==> config.mk <==
export PLATFORM = sky130hd
export DESIGN_NAME = sram_fifo_ctrl_flat
export DESIGN_NICKNAME = d
export VERILOG_FILES = /design/src/rtl/sram_fifo_ctrl_if.sv /design/src/rtl/sram_fifo_ctrl.sv /design/src/flat_wrapper.sv
export SDC_FILE = /design/constraint.sdc
export NUM_CORES = 1
export LEC_CHECK = 0
export ABC_AREA = 1
export CORE_AREA = 2 2 55 57
export CTS_BUF_LIST = sky130_fd_sc_hd__clkbuf_8 sky130_fd_sc_hd__clkbuf_16
export DETAILED_ROUTE_END_ITERATION = 8
export DIE_AREA = 0 0 57 59
export PLACE_DENSITY = 0.76
export RECOVER_POWER = 100
export SETUP_SLACK_MARGIN = 0.2
export SLEW_MARGIN = 20
export SYNTH_ARGS = -nofsm -noshare
export SYNTH_HDL_FRONTEND = slang
export SYNTH_SLANG_ARGS = --single-unit
==> constraint.sdc <==
create_clock -name clk -period 3.3 [get_ports clk]
set_input_delay 0.33 -clock clk [delete_from_list [all_inputs] [get_ports clk]]
set_output_delay 0.33 -clock clk [all_outputs]
set_load 0.05 [all_outputs]
==> src/rtl/sram_fifo_ctrl_if.sv <==
// Push/pop stream bundle between a FIFO user (master) and sram_fifo_ctrl (slave).
// Carries both valid/ready handshakes plus the occupancy count.
interface sram_fifo_ctrl_if #(
  parameter int DATA_WIDTH = 2,
  parameter int ADDR_WIDTH = 4
);
  logic                  in_valid;
  logic                  in_ready;
  logic [DATA_WIDTH-1:0] in_data;
  logic                  out_valid;
  logic                  out_ready;
  logic [DATA_WIDTH-1:0] out_data;
  logic [ADDR_WIDTH:0]   count;

  modport master (
    output in_valid, in_data, out_ready,
    input  in_ready, out_valid, out_data, count
  );

  modport slave (
    input  in_valid, in_data, out_ready,
    output in_ready, out_valid, out_data, count
  );
endinterface

==> src/rtl/sram_fifo_ctrl.sv <==
// FIFO on a 1W/1R SRAM macro with a 2-entry prefetch buffer; push-to-out_valid 3 edges, 1 word/cycle sustained.
// Backpressure: in_ready drops when the macro holds RAM_DEPTH words; out_data holds while out_ready is low.
module sram_fifo_ctrl #(
  parameter int DATA_WIDTH = 2,
  parameter int ADDR_WIDTH = 4
) (
  input  logic                  clk,
  input  logic                  rstb,
  sram_fifo_ctrl_if.slave       bus,
  output logic                  csb0,
  output logic                  web0,
  output logic [ADDR_WIDTH-1:0] addr0,
  output logic [DATA_WIDTH-1:0] din0,
  output logic                  csb1,
  output logic [ADDR_WIDTH-1:0] addr1,
  input  logic [DATA_WIDTH-1:0] dout1
);
  localparam int RAM_DEPTH = 1 << ADDR_WIDTH;
  localparam logic [ADDR_WIDTH:0] MEM_FULL = (ADDR_WIDTH+1)'(RAM_DEPTH);

  logic [ADDR_WIDTH-1:0] wptr;
  logic [ADDR_WIDTH-1:0] rptr;
  logic [ADDR_WIDTH:0]   mem_cnt;
  logic                  rd_pend;
  logic [DATA_WIDTH-1:0] obuf [2];
  logic                  ob_head;
  logic                  ob_tail;
  logic [1:0]            ob_cnt;

  logic                  push;
  logic                  pop;
  logic                  rd_issue;
  logic [2:0]            ob_occ;

  assign bus.in_ready  = rstb && (mem_cnt < MEM_FULL);
  assign push          = bus.in_valid && bus.in_ready;
  assign bus.out_valid = (ob_cnt != 2'd0);
  assign pop           = bus.out_valid && bus.out_ready;
  assign bus.out_data  = obuf[ob_head];

  // A read in flight already owns an obuf slot, so it counts toward occupancy.
  assign ob_occ   = {1'b0, ob_cnt} + {2'b00, rd_pend};
  assign rd_issue = rstb && (mem_cnt != '0) && (ob_occ < (3'd2 + {2'b00, pop}));

  assign csb0  = !push;
  assign web0  = !push;
  assign addr0 = wptr;
  assign din0  = bus.in_data;
  assign csb1  = !rd_issue;
  assign addr1 = rptr;

  assign bus.count = mem_cnt + (ADDR_WIDTH+1)'(rd_pend) + (ADDR_WIDTH+1)'(ob_cnt);

  always_ff @(posedge clk or negedge rstb) begin
    if (!rstb) begin
      wptr    <= '0;
      rptr    <= '0;
      mem_cnt <= '0;
      rd_pend <= 1'b0;
      ob_head <= 1'b0;
      ob_tail <= 1'b0;
      ob_cnt  <= 2'd0;
      obuf[0] <= '0;
      obuf[1] <= '0;
    end else begin
      if (push) begin
        wptr <= wptr + ADDR_WIDTH'(1);
      end
      if (rd_issue) begin
        rptr <= rptr + ADDR_WIDTH'(1);
      end
      rd_pend <= rd_issue;
      mem_cnt <= mem_cnt + (ADDR_WIDTH+1)'(push) - (ADDR_WIDTH+1)'(rd_issue);
      // dout1 settles after the negedge, so the word read last cycle is valid here.
      if (rd_pend) begin
        obuf[ob_tail] <= dout1;
        ob_tail       <= ~ob_tail;
      end
      if (pop) begin
        ob_head <= ~ob_head;
      end
      ob_cnt <= ob_cnt + {1'b0, rd_pend} - {1'b0, pop};
    end
  end

  a_no_port_collision: assert property (@(posedge clk) disable iff (!rstb)
    !(push && rd_issue && (wptr == rptr)));

  a_no_obuf_overflow: assert property (@(posedge clk) disable iff (!rstb)
    !(rd_pend && !pop && (ob_cnt == 2'd2)));
endmodule

==> src/flat_wrapper.sv <==
// flat-port wrapper written by rule: the top's interface ports become plain ports
module sram_fifo_ctrl_flat 
#(
  parameter int DATA_WIDTH = 2,
  parameter int ADDR_WIDTH = 4
)
  (clk, rstb, csb0, web0, addr0, din0, csb1, addr1, dout1, bus_in_valid, bus_in_data, bus_out_ready, bus_in_ready, bus_out_valid, bus_out_data, bus_count);
  sram_fifo_ctrl_if #(.DATA_WIDTH(DATA_WIDTH), .ADDR_WIDTH(ADDR_WIDTH)) bus_i ();
  input  logic clk;
  input  logic rstb;
  output logic csb0;
  output logic web0;
  output logic [ADDR_WIDTH-1:0] addr0;
  output logic [DATA_WIDTH-1:0] din0;
  output logic csb1;
  output logic [ADDR_WIDTH-1:0] addr1;
  input  logic [DATA_WIDTH-1:0] dout1;
  input wire logic [$bits(bus_i.in_valid)-1:0] bus_in_valid;
  input wire logic [$bits(bus_i.in_data)-1:0] bus_in_data;
  input wire logic [$bits(bus_i.out_ready)-1:0] bus_out_ready;
  output wire logic [$bits(bus_i.in_ready)-1:0] bus_in_ready;
  output wire logic [$bits(bus_i.out_valid)-1:0] bus_out_valid;
  output wire logic [$bits(bus_i.out_data)-1:0] bus_out_data;
  output wire logic [$bits(bus_i.count)-1:0] bus_count;
  assign bus_i.in_valid = bus_in_valid;
  assign bus_i.in_data = bus_in_data;
  assign bus_i.out_ready = bus_out_ready;
  assign bus_in_ready = bus_i.in_ready;
  assign bus_out_valid = bus_i.out_valid;
  assign bus_out_data = bus_i.out_data;
  assign bus_count = bus_i.count;
  sram_fifo_ctrl #(.DATA_WIDTH(DATA_WIDTH), .ADDR_WIDTH(ADDR_WIDTH)) u_core (.clk(clk), .rstb(rstb), .bus(bus_i), .csb0(csb0), .web0(web0), .addr0(addr0), .din0(din0), .csb1(csb1), .addr1(addr1), .dout1(dout1));
endmodule
==> results of run 1 <==
-- stage by stage --
stage / utilization / cell area [sq um] / worst slack [ps] / hold WS, ps / instances
3_3_place_gp: 0.584 / 1580 / 727 / 458 / 193
4_1_cts: 0.599 / 1620 / 474 / 471 / 196
3_5_place_dp: 0.584 / 1580 / 628 / 467 / 193
2_1_floorplan: - / 1310 / 522 / 34.4 / 139
5_1_grt: 0.589 / 1600 / 215 / 491 / 196
6_report: 0.589 / 1600 / 430 / 462 / 196
-- area by class of cell --
cell class                      instances  area, sq um
Fill cell                             249         1110
Timing Repair Buffer                   26          248
Tap cell                               31         38.8
Clock buffer                            3         41.3
Inverter                               24         90.1
Sequential cell                        22          551
Multi-Input combinational cell         90          627
-- cell usage in the layout (no fill, tap or decap), types with 2 or more instances in the layout --
cell type,count
sky130_fd_sc_hd__inv_1,24
sky130_fd_sc_hd__nor2_1,7
sky130_fd_sc_hd__clkbuf_8,3
sky130_fd_sc_hd__dfrtp_1,22
sky130_fd_sc_hd__xnor2_1,4
sky130_fd_sc_hd__dlygate4sd3_1,22
sky130_fd_sc_hd__nand2_1,32
sky130_fd_sc_hd__nand3_1,4
sky130_fd_sc_hd__nand4_1,5
sky130_fd_sc_hd__fa_1,3
sky130_fd_sc_hd__a21oi_1,3
sky130_fd_sc_hd__ha_1,14
sky130_fd_sc_hd__o21ai_0,4
sky130_fd_sc_hd__clkbuf_1,2
sky130_fd_sc_hd__xor2_1,10
sky130_fd_sc_hd__clkdlybuf4s50_1,2
-- worst max-delay path, cell delays in order, from the launching register on --
cell and delay, ps:
sky130_fd_sc_hd__dfrtp_1 410, sky130_fd_sc_hd__inv_1 150, sky130_fd_sc_hd__fa_1 180, sky130_fd_sc_hd__inv_1 60, sky130_fd_sc_hd__fa_1 390, sky130_fd_sc_hd__nand2_1 100, sky130_fd_sc_hd__xnor2_1 110, sky130_fd_sc_hd__dlygate4sd3_1 880
-- worst paths after layout --
path                                                    end  cells past startpoint
worst max-delay path                           bus_count[4]                      7
worst min-delay path            u_core.addr0[3]$_DFFE_PN0P_                      1
worst max register to register  u_core.mem_cnt[4]$_DFF_PN0_                     15
worst min register to register  u_core.addr0[3]$_DFFE_PN0P_                      1
max in group asynchronous       u_core.addr1[1]$_DFFE_PN0P_                      2
min in group asynchronous        u_core.ob_cnt[1]$_DFF_PN0_                      2
-- sequential cells by signal, indices dropped and copies added, names as in the netlist --
signal / cells
u_core.obuf: 4
u_core.ob_tail: 1
u_core.ob_head: 1
u_core.addr0: 4
u_core.ob_cnt: 2
u_core.addr1: 4
u_core.rd_pend: 1
u_core.mem_cnt: 5
-- cell families (layout without fill, tap and decap cells) --
logic type	after synthesis	in the layout	share of synthesized area
simple gates	51	51	0.181
buf+inv	27	53	0.0860
flops	22	22	0.420
fa+ha+maj	17	17	0.180
xor+xnor	14	14	0.0936
compound gates	8	8	0.0392
-- metal layers --
layer,part of all wire,global-route usage
met1,0.41,0.186
met2,0.53,0.328
met3,0.048,0.0437
met4,0.0032,0.0332
met5,0,0
==> results, run 1 <==
- Setup total negative slack on the finished layout was measured at 0 ps.
- The launch point of the worst path is u_core.rd_pend$_DFF_PN0_.
- The count of different cell masters after synthesis is 20.
- Once detail routing completed, the nets flagged for antenna violations numbered 0.
- The via total after detailed routing is 962.
- The overall track demand over capacity in global routing is 0.169.
- Of the available clock period, the critical path in the final layout requires 0.870.
- The floorplan step defined a die boundary enclosing 3360 sq um.
- The initial standard-cell utilization of the core is 0.483.
- The final RePlAce weighted congestion is 0.824.
- The peak fanout along the critical path is 4.
- Setup repair after global routing left no endpoint under its margin.
- The flow ran to the end, and the final reports show no timing, DRC or antenna violations.
- Across the run, the number of max-cap violations was 0.
- The number of pins with negative max-slew slack in the final report is 0.
- 0 antenna diodes ended up in the layout.
- Before antenna repair, the detailed router went through 4 iterations.
- The post-synth net total is 164.
- The via count of the first global-routing pass is 1051.
- The number of antenna violations at the first check in global routing is 0.
- The placeable core area is 2710 sq um.
- By area the synthesized netlist is led by sky130_fd_sc_hd__dfrtp_1 (42%), sky130_fd_sc_hd__ha_1 (13%), sky130_fd_sc_hd__nand2_1 (8.9%), sky130_fd_sc_hd__xor2_1 (6.7%), sky130_fd_sc_hd__inv_1 (6.6%).
- The startpoint of the most critical register-to-register path is u_core.mem_cnt[2]$_DFF_PN0_.
- The number of enable flip-flop cells after synthesis is 0.
- Clock tree synthesis selected as its root buffer the cell sky130_fd_sc_hd__clkbuf_8.
- The remaining design rule violation count is 0.
- Using the TritonRoute via totals, the vias-per-cell ratio works out to 4.91.
- Wires add up to 2470 um.
- The maximum buffer depth of the clock tree is 2.
- The worst max-slew margin expressed relative to the limit is 0.229.
- The total overflow reported by the global router is 0.
- The average wire per standard cell is 12.6 um.
- The instance count of the mapped netlist is 139.
- The biggest area contributor in the post-synthesis netlist is sky130_fd_sc_hd__dfrtp_1.
- After clock tree synthesis, the repair step resized 0 gates.
- The highest clock rate is 348 MHz.
- Entering global routing, the biggest net connects 23 pins.
- The total number of placement rows is 19.
- The net total in the final layout is 192.
- TritonCTS created 3 clock buffers.
- The first routing iteration left 21 violations.
- Dividing the synthesized area by the synthesized cell count gives 9.42 sq um.
- At the later pin of the worst-skew pair, clock insertion delay measures 260 ps.
- From bottom edge to top edge, the die measures 59 um.
- TritonCTS built the clock tree.
- Relative to the synthesized area, the layout overhead comes to 21.8%.
- The worst setup path is of the register to output port kind.
- The arrival time of data at the critical path endpoint is 2540 ps.
- The final hold violation count is 0.
- After clock tree synthesis, the setup repair step added 0 buffers.
- The worst hold path begins at u_core.addr0[3]$_DFFE_PN0P_.
- The area of the mapped netlist is 1310 sq um.
- The sequential-to-total area share from yosys stat is 0.420.
- The slew at the pin closest to its max-slew limit is 1160 ps.
- Buffers placed on the I/O ports in this run total 25.
- At the worst endpoint, the required time is 2970 ps.
- STA classifies the critical path endpoint as an output port.
- The fraction of synthesis flops using an asynchronous set or reset pin is 1.00.
- The shortest clock period the worst path allows after layout is 2870 ps.
- STA classifies the critical path startpoint as a register.
- CTS saw 22 sinks.
- The leading register cell type out of synthesis is sky130_fd_sc_hd__dfrtp_1.
- CTS built an H-tree with a depth of 1.
- The library cell with the highest instance count after synthesis is sky130_fd_sc_hd__nand2_1.
- The clock arrives with 1.00 ps of skew.
- In this run the worst hold path is classified as register to register.
- The count of hold buffers inserted by post-cts repair is 0.
- Sorting the synthesized cells by how often they occur yields sky130_fd_sc_hd__nand2_1 (31), sky130_fd_sc_hd__inv_1 (23), sky130_fd_sc_hd__dfrtp_1 (22).
- After clock tree synthesis, the clock-pin slew on the worst setup and hold paths is 70 ps.
- The final setup violation count is 0.
- The synthesized design contains 22 register bits.
- The first global-routing pass estimated 4400 um of wire.
- The width of the die is 57 um.
- Detailed placement ended at an HPWL of 1960 um.
- The setup slack of the worst register-to-register path is 520 ps.
- The area share of the leading cell type in the synthesized netlist is 0.420.
- The fraction of layout cells with a size suffix above 1 is 0.0364.
- The I/O pin total is 30.
- The number of warnings reported in the yosys synthesis log is 0.
Power of run 1 is not shown: default switching activity piles up to over one toggle a cycle in this logic, so the estimate is an artifact.
==> inputs of run 2 (changes only) <==
--- a/config.mk
+++ b/config.mk
@@ -11,7 +11,7 @@
 export DETAILED_ROUTE_END_ITERATION = 8
 export DIE_AREA = 0 0 57 59
 export PLACE_DENSITY = 0.76
-export RECOVER_POWER = 100
+export RECOVER_POWER = 50
 export SETUP_SLACK_MARGIN = 0.2
 export SLEW_MARGIN = 20
 export SYNTH_ARGS = -nofsm -noshare
==> run 2 against run 1 <==
Count of clock-buffer cells in the layout is the same. Critical path depth is the same. Clock skew is essentially flat. Fmax grew 2.3%. Via count grew 0.21%. Register-to-register slack gained 120 ps. Flip-flop and latch count is the same. Setup slack gained 65 ps. Global-route usage is the same. Critical path type unchanged.
==> results, run 2 (synthesis gave the netlist of run 1 again) <==
- The max capacitance violation total was 0 (unchanged).
- The average wire per standard cell is 12.7 um (+0.57%).
- The HPWL reported at the end of detailed placement is 1960 um (unchanged).
- The uppermost layer routed is met4.
- The final setup violation count is 0 (unchanged).
- The final hold violation count was 0 (unchanged).
- The number of antenna violations at the first check in global routing was 0 (unchanged).
- The arrival time of data at the critical path endpoint is 2470 ps (-70 ps).
- The worst slack at placement is 628 ps (unchanged).
- The first-pass iteration count of the detailed router is 4 (unchanged).
- The H-tree depth came to 1 (unchanged).
- The I/O pin total was 30 (unchanged).
- The met1 wire length was 1010 um (-1.1%).
- The die span in y is 59 um (unchanged).
- The post-detailed-route count of antenna-violating nets came to 0 (unchanged).
- The most common library cell in the layout ignoring fill and taps is sky130_fd_sc_hd__nand2_1.
- The kind of launch point of the worst setup path is a register.
- The setup fix buffers added after clock tree synthesis is 0 (unchanged).
- The highest clock rate is 357 MHz (+2.3%).
- STA classifies the critical path endpoint as an output port.
- The number of pins with negative max-slew slack in the final report is 0 (unchanged).
- The routed length on met2 is 1340 um (+1.5%).
- The worst max-slew margin expressed relative to the limit is 0.220 (-0.00897).
- The CTS buffer count was 3 (unchanged).
- The net total in the final layout is 192 (unchanged).
- The remaining design rule violation count is 0 (unchanged).
- The setup path with the least slack is of type register to output port.
- The count of clock tree sinks was 22 (unchanged).
- The top cell types in the final layout, fill and taps aside, are sky130_fd_sc_hd__nand2_1 (32), sky130_fd_sc_hd__inv_1 (24), sky130_fd_sc_hd__dfrtp_1 (22).
- The peak fanout along the critical path is 4 (unchanged).
- The number of input and output port buffers inserted came to 25 (unchanged).
- The clock latency on the worst-skew pair is 260 ps (about the same).
- The overall track demand over capacity in global routing is 0.169 (unchanged).
- The register with the highest flop count is u_core.mem_cnt.
- The total overflow reported by the global router is 0 (unchanged).
- The fraction of layout cells with a size suffix above 1 is 0.0545 (+0.0182).
- The sum of negative setup slack is 0 ps (unchanged).
- The clock transition time at the flip-flop clock pins of the worst setup and hold paths is 70 ps (about the same).
- The flip-flop count of the largest register, all copies and words added is 5 (unchanged).
- The slew at the pin closest to its max-slew limit is 1170 ps (+13.5 ps).
- The fraction of the cycle the final worst path needs came to 0.850 (-0.0197).
- The post-CTS resize count is 0 (unchanged).
- The required time reported for the critical path endpoint is 2970 ps (about the same).
- The sum of met3 wire segment lengths after detailed routing is 123 um (+4.2%).
- The total number of placement rows is 19 (unchanged).
- The pin count of the biggest net entering global routing is 23 (unchanged).
- The post-route worst setup slack is 495 ps (+65.2 ps).
- The area overhead of the layout relative to synthesis is 23.2%.
- The detailed-route wire length is 2480 um (+0.57%).
- The count of hold buffers inserted by post-cts repair is 0 (unchanged).
- The overall die area is 3360 sq um (unchanged).
- The CTS tree is yes.
- The worst clock skew is 1.46 ps (+0.456 ps).
- The initial standard-cell utilization of the core is 0.483 (unchanged).
- The via count of the first global-routing pass is 1051 (unchanged).
- The maximum buffer depth of the clock tree is 2 (unchanged).
- The run finished with clean final reports.
- The wire length of the first global-routing pass is 4400 um (unchanged).
- The via-per-instance ratio is 4.92 (+0.21%).
- The root buffer cell chosen for the clock tree is sky130_fd_sc_hd__clkbuf_8.
- The final RePlAce weighted congestion came to 0.824 (unchanged).
- The path type of the worst min-delay path is register to register.
- The violation count after the first detailed-route iteration came to 27 (+29%).
- Setup repair after global routing left no endpoint under its margin.
- The number of diodes is 0 (unchanged).
- The placeable core area is 2710 sq um (unchanged).
- The width of the die came to 57 um (unchanged).
- The via total after detailed routing is 964 (+0.21%).
- The shortest clock period the worst path allows after layout is 2800 ps (-65.2 ps).
run 2: cell types whose count changed in the layout (fill, tap and decap cells not counted):
cell,delta
sky130_fd_sc_hd__clkdlybuf4s50_1,+19
sky130_fd_sc_hd__dlygate4sd3_1,-19
sky130_fd_sc_hd__buf_4,+1
sky130_fd_sc_hd__clkbuf_1,-1
sky130_fd_sc_hd__nand3_1,-1
sky130_fd_sc_hd__nand3_4,+1
sky130_fd_sc_hd__nor2_1,-1
sky130_fd_sc_hd__nor2_2,+1
run 2: critical path, cell delays in order (launching register included):
cell,delay (ps)
sky130_fd_sc_hd__dfrtp_1,410
sky130_fd_sc_hd__inv_1,150
sky130_fd_sc_hd__fa_1,180
sky130_fd_sc_hd__inv_1,60
sky130_fd_sc_hd__fa_1,390
sky130_fd_sc_hd__nand2_1,100
sky130_fd_sc_hd__xnor2_1,110
sky130_fd_sc_hd__clkdlybuf4s50_1,810
run 2: path summary, 6_finish.rpt:
| path | slack [ps] | cells after the start | end | startpoint |
|---|---|---|---|---|
| max | 500 | 7 | bus_count[4] | u_core.rd_pend$_DFF_PN0_ |
| min | 470 | 1 | u_core.addr0[3]$_DFFE_PN0P_ | u_core.addr0[3]$_DFFE_PN0P_ |
| max reg2reg | 640 | 13 | u_core.mem_cnt[4]$_DFF_PN0_ | u_core.ob_cnt[0]$_DFF_PN0_ |
| min reg2reg | 470 | 1 | u_core.addr0[3]$_DFFE_PN0P_ | u_core.addr0[3]$_DFFE_PN0P_ |
| max in group asynchronous | 1740 | 2 | u_core.ob_cnt[0]$_DFF_PN0_ | rstb |
| min in group asynchronous | 860 | 2 | u_core.ob_cnt[1]$_DFF_PN0_ | rstb |
run 2: per-layer routing:
| layer | up-vias | track usage |
|---|---|---|
| li1 | 483 | - |
| met1 | 457 | 0.186 |
| met2 | 22 | 0.328 |
| met3 | 2 | 0.0437 |
| met4 | 0 | 0.0332 |
| met5 | - | 0 |
run 2: final cells by class:
type	instances	area, sq um
fillers	247	1100
clock buffers	3	41.3
repair buffers	26	251
well taps	31	38.8
multi-input cells	90	642
inverters	24	90.1
flip-flops and latches	22	551
run 2: metrics by stage:
step / instances / area, sq um / hold slack (ps) / util
after global routing: 196 / 1610 / 496 / 0.596
after floorplan: 139 / 1310 / 34.4 / -
after CTS: 196 / 1620 / 471 / 0.599
after global placement: 193 / 1580 / 458 / 0.584
after detailed placement: 193 / 1580 / 467 / 0.584
final: 196 / 1610 / 467 / 0.596
Power of run 2 is left out for the same reason.
==> RTL change (settings of run 1) <==
`DATA_WIDTH` is set to 2 in 3 places; all go to 4.
--- a/src/rtl/sram_fifo_ctrl_if.sv
+++ b/src/rtl/sram_fifo_ctrl_if.sv
@@ -1,7 +1,7 @@
 // Push/pop stream bundle between a FIFO user (master) and sram_fifo_ctrl (slave).
 // Carries both valid/ready handshakes plus the occupancy count.
 interface sram_fifo_ctrl_if #(
-  parameter int DATA_WIDTH = 2,
+  parameter int DATA_WIDTH = 4,
   parameter int ADDR_WIDTH = 4
 );
   logic                  in_valid;
--- a/src/rtl/sram_fifo_ctrl.sv
+++ b/src/rtl/sram_fifo_ctrl.sv
@@ -1,7 +1,7 @@
 // FIFO on a 1W/1R SRAM macro with a 2-entry prefetch buffer; push-to-out_valid 3 edges, 1 word/cycle sustained.
 // Backpressure: in_ready drops when the macro holds RAM_DEPTH words; out_data holds while out_ready is low.
 module sram_fifo_ctrl #(
-  parameter int DATA_WIDTH = 2,
+  parameter int DATA_WIDTH = 4,
   parameter int ADDR_WIDTH = 4
 ) (
   input  logic                  clk,
--- a/src/flat_wrapper.sv
+++ b/src/flat_wrapper.sv
@@ -1,7 +1,7 @@
 // flat-port wrapper written by rule: the top's interface ports become plain ports
 module sram_fifo_ctrl_flat 
 #(
-  parameter int DATA_WIDTH = 2,
+  parameter int DATA_WIDTH = 4,
   parameter int ADDR_WIDTH = 4
 )
   (clk, rstb, csb0, web0, addr0, din0, csb1, addr1, dout1, bus_in_valid, bus_in_data, bus_out_ready, bus_in_ready, bus_out_valid, bus_out_data, bus_count);
Ports: changed (resized bus_in_data, bus_out_data, din0 and dout1); port bits go from 30 to 38. The function was not compared with the original's and may differ.
==> RTL change against run 1 <==
- wire length up 19%
- setup slack got worse by 32 ps
- maximum frequency is 1.1% lower
- synthesized area rose by 17%
- die area unchanged
- sequential cell count is 4 higher
- design area is 16% higher
- first-iteration DRC count up 57%
- critical endpoint is now u_core.mem_cnt[4]
Power is not shown: default switching activity piles up to over one toggle a cycle in this logic, so the estimate is an artifact.
==> RTL change: results <==
{
  "ys_seq_area_share_pct": 42.3,
  "ys_top_cells_by_area": "dfrtp_1 (42%), ha_1 (11%), nand2_1 (11%), inv_1 (7.3%), xor2_1 (4.0%)",
  "slowest_stage": "dfrtp_1",
  "dr_total_vias": 1135,
  "grt_pass1_vias": 1186,
  "postSynthCellCount": 167,
  "crit_path_max_fanout": 6,
  "synth_cell_types": 22,
  "fin_nets": 225,
  "fill_cells": 228,
  "outcome": "complete, no violations",
  "syn_nets": 196,
  "port_buffers": 29,
  "worst_pin_slew_ps": 636,
  "wl_um": 2940,
  "synthToLayoutAreaGrowth_pct": 20.6,
  "clock_skew_ps": 2.65,
  "hpwlAfterDp_um": 2310,
  "drtIter0Drc": 33,
  "placedCellCount": 222,
  "yosys.area_share.xor_xnor_pct": 8.96,
  "synth_fa_ha_area_share_pct": 15.3,
  "vias_per_cell": 5.02,
  "grt_usage_pct": 19.7,
  "grt_pass1_wl_um": 5060,
  "drive_above_1_share_pct": 4.62,
  "cp.arrival_ps": 3100,
  "synth_compound_area_share_pct": 4.64
}
## RTL change: area by class of cell
class                      instances  area share [%]
multi-input combinational        105            37.5
sequential                        26            35.1
timing repair buffer              30            15.4
inverter                          30            6.08
clock buffer                       3            2.23
tap                               31            2.09
clock inverter                     1            1.62
## RTL change: path summary, 6_finish.rpt
kind                                        from                end  slack (ps)  cells after the start
worst max-delay path            u_core.ob_cnt[0]  u_core.mem_cnt[4]         400                     15
worst min-delay path              u_core.obuf[3]     u_core.obuf[3]         490                      2
worst max register to register  u_core.ob_cnt[0]  u_core.mem_cnt[4]         400                     15
worst min register to register    u_core.obuf[3]     u_core.obuf[3]         490                      2
max in group asynchronous                   rstb    u_core.addr1[3]        2500                      2
min in group asynchronous                   rstb   u_core.ob_cnt[0]         550                      2
## RTL change: layer usage
layer	up-vias	part of all wire [%]	track usage (%)
met1	542	40	21.1
met4	0	1.6	8.97
met5	-	0	0
met2	30	54	38.1
li1	559	-	-
met3	4	4.6	3.06
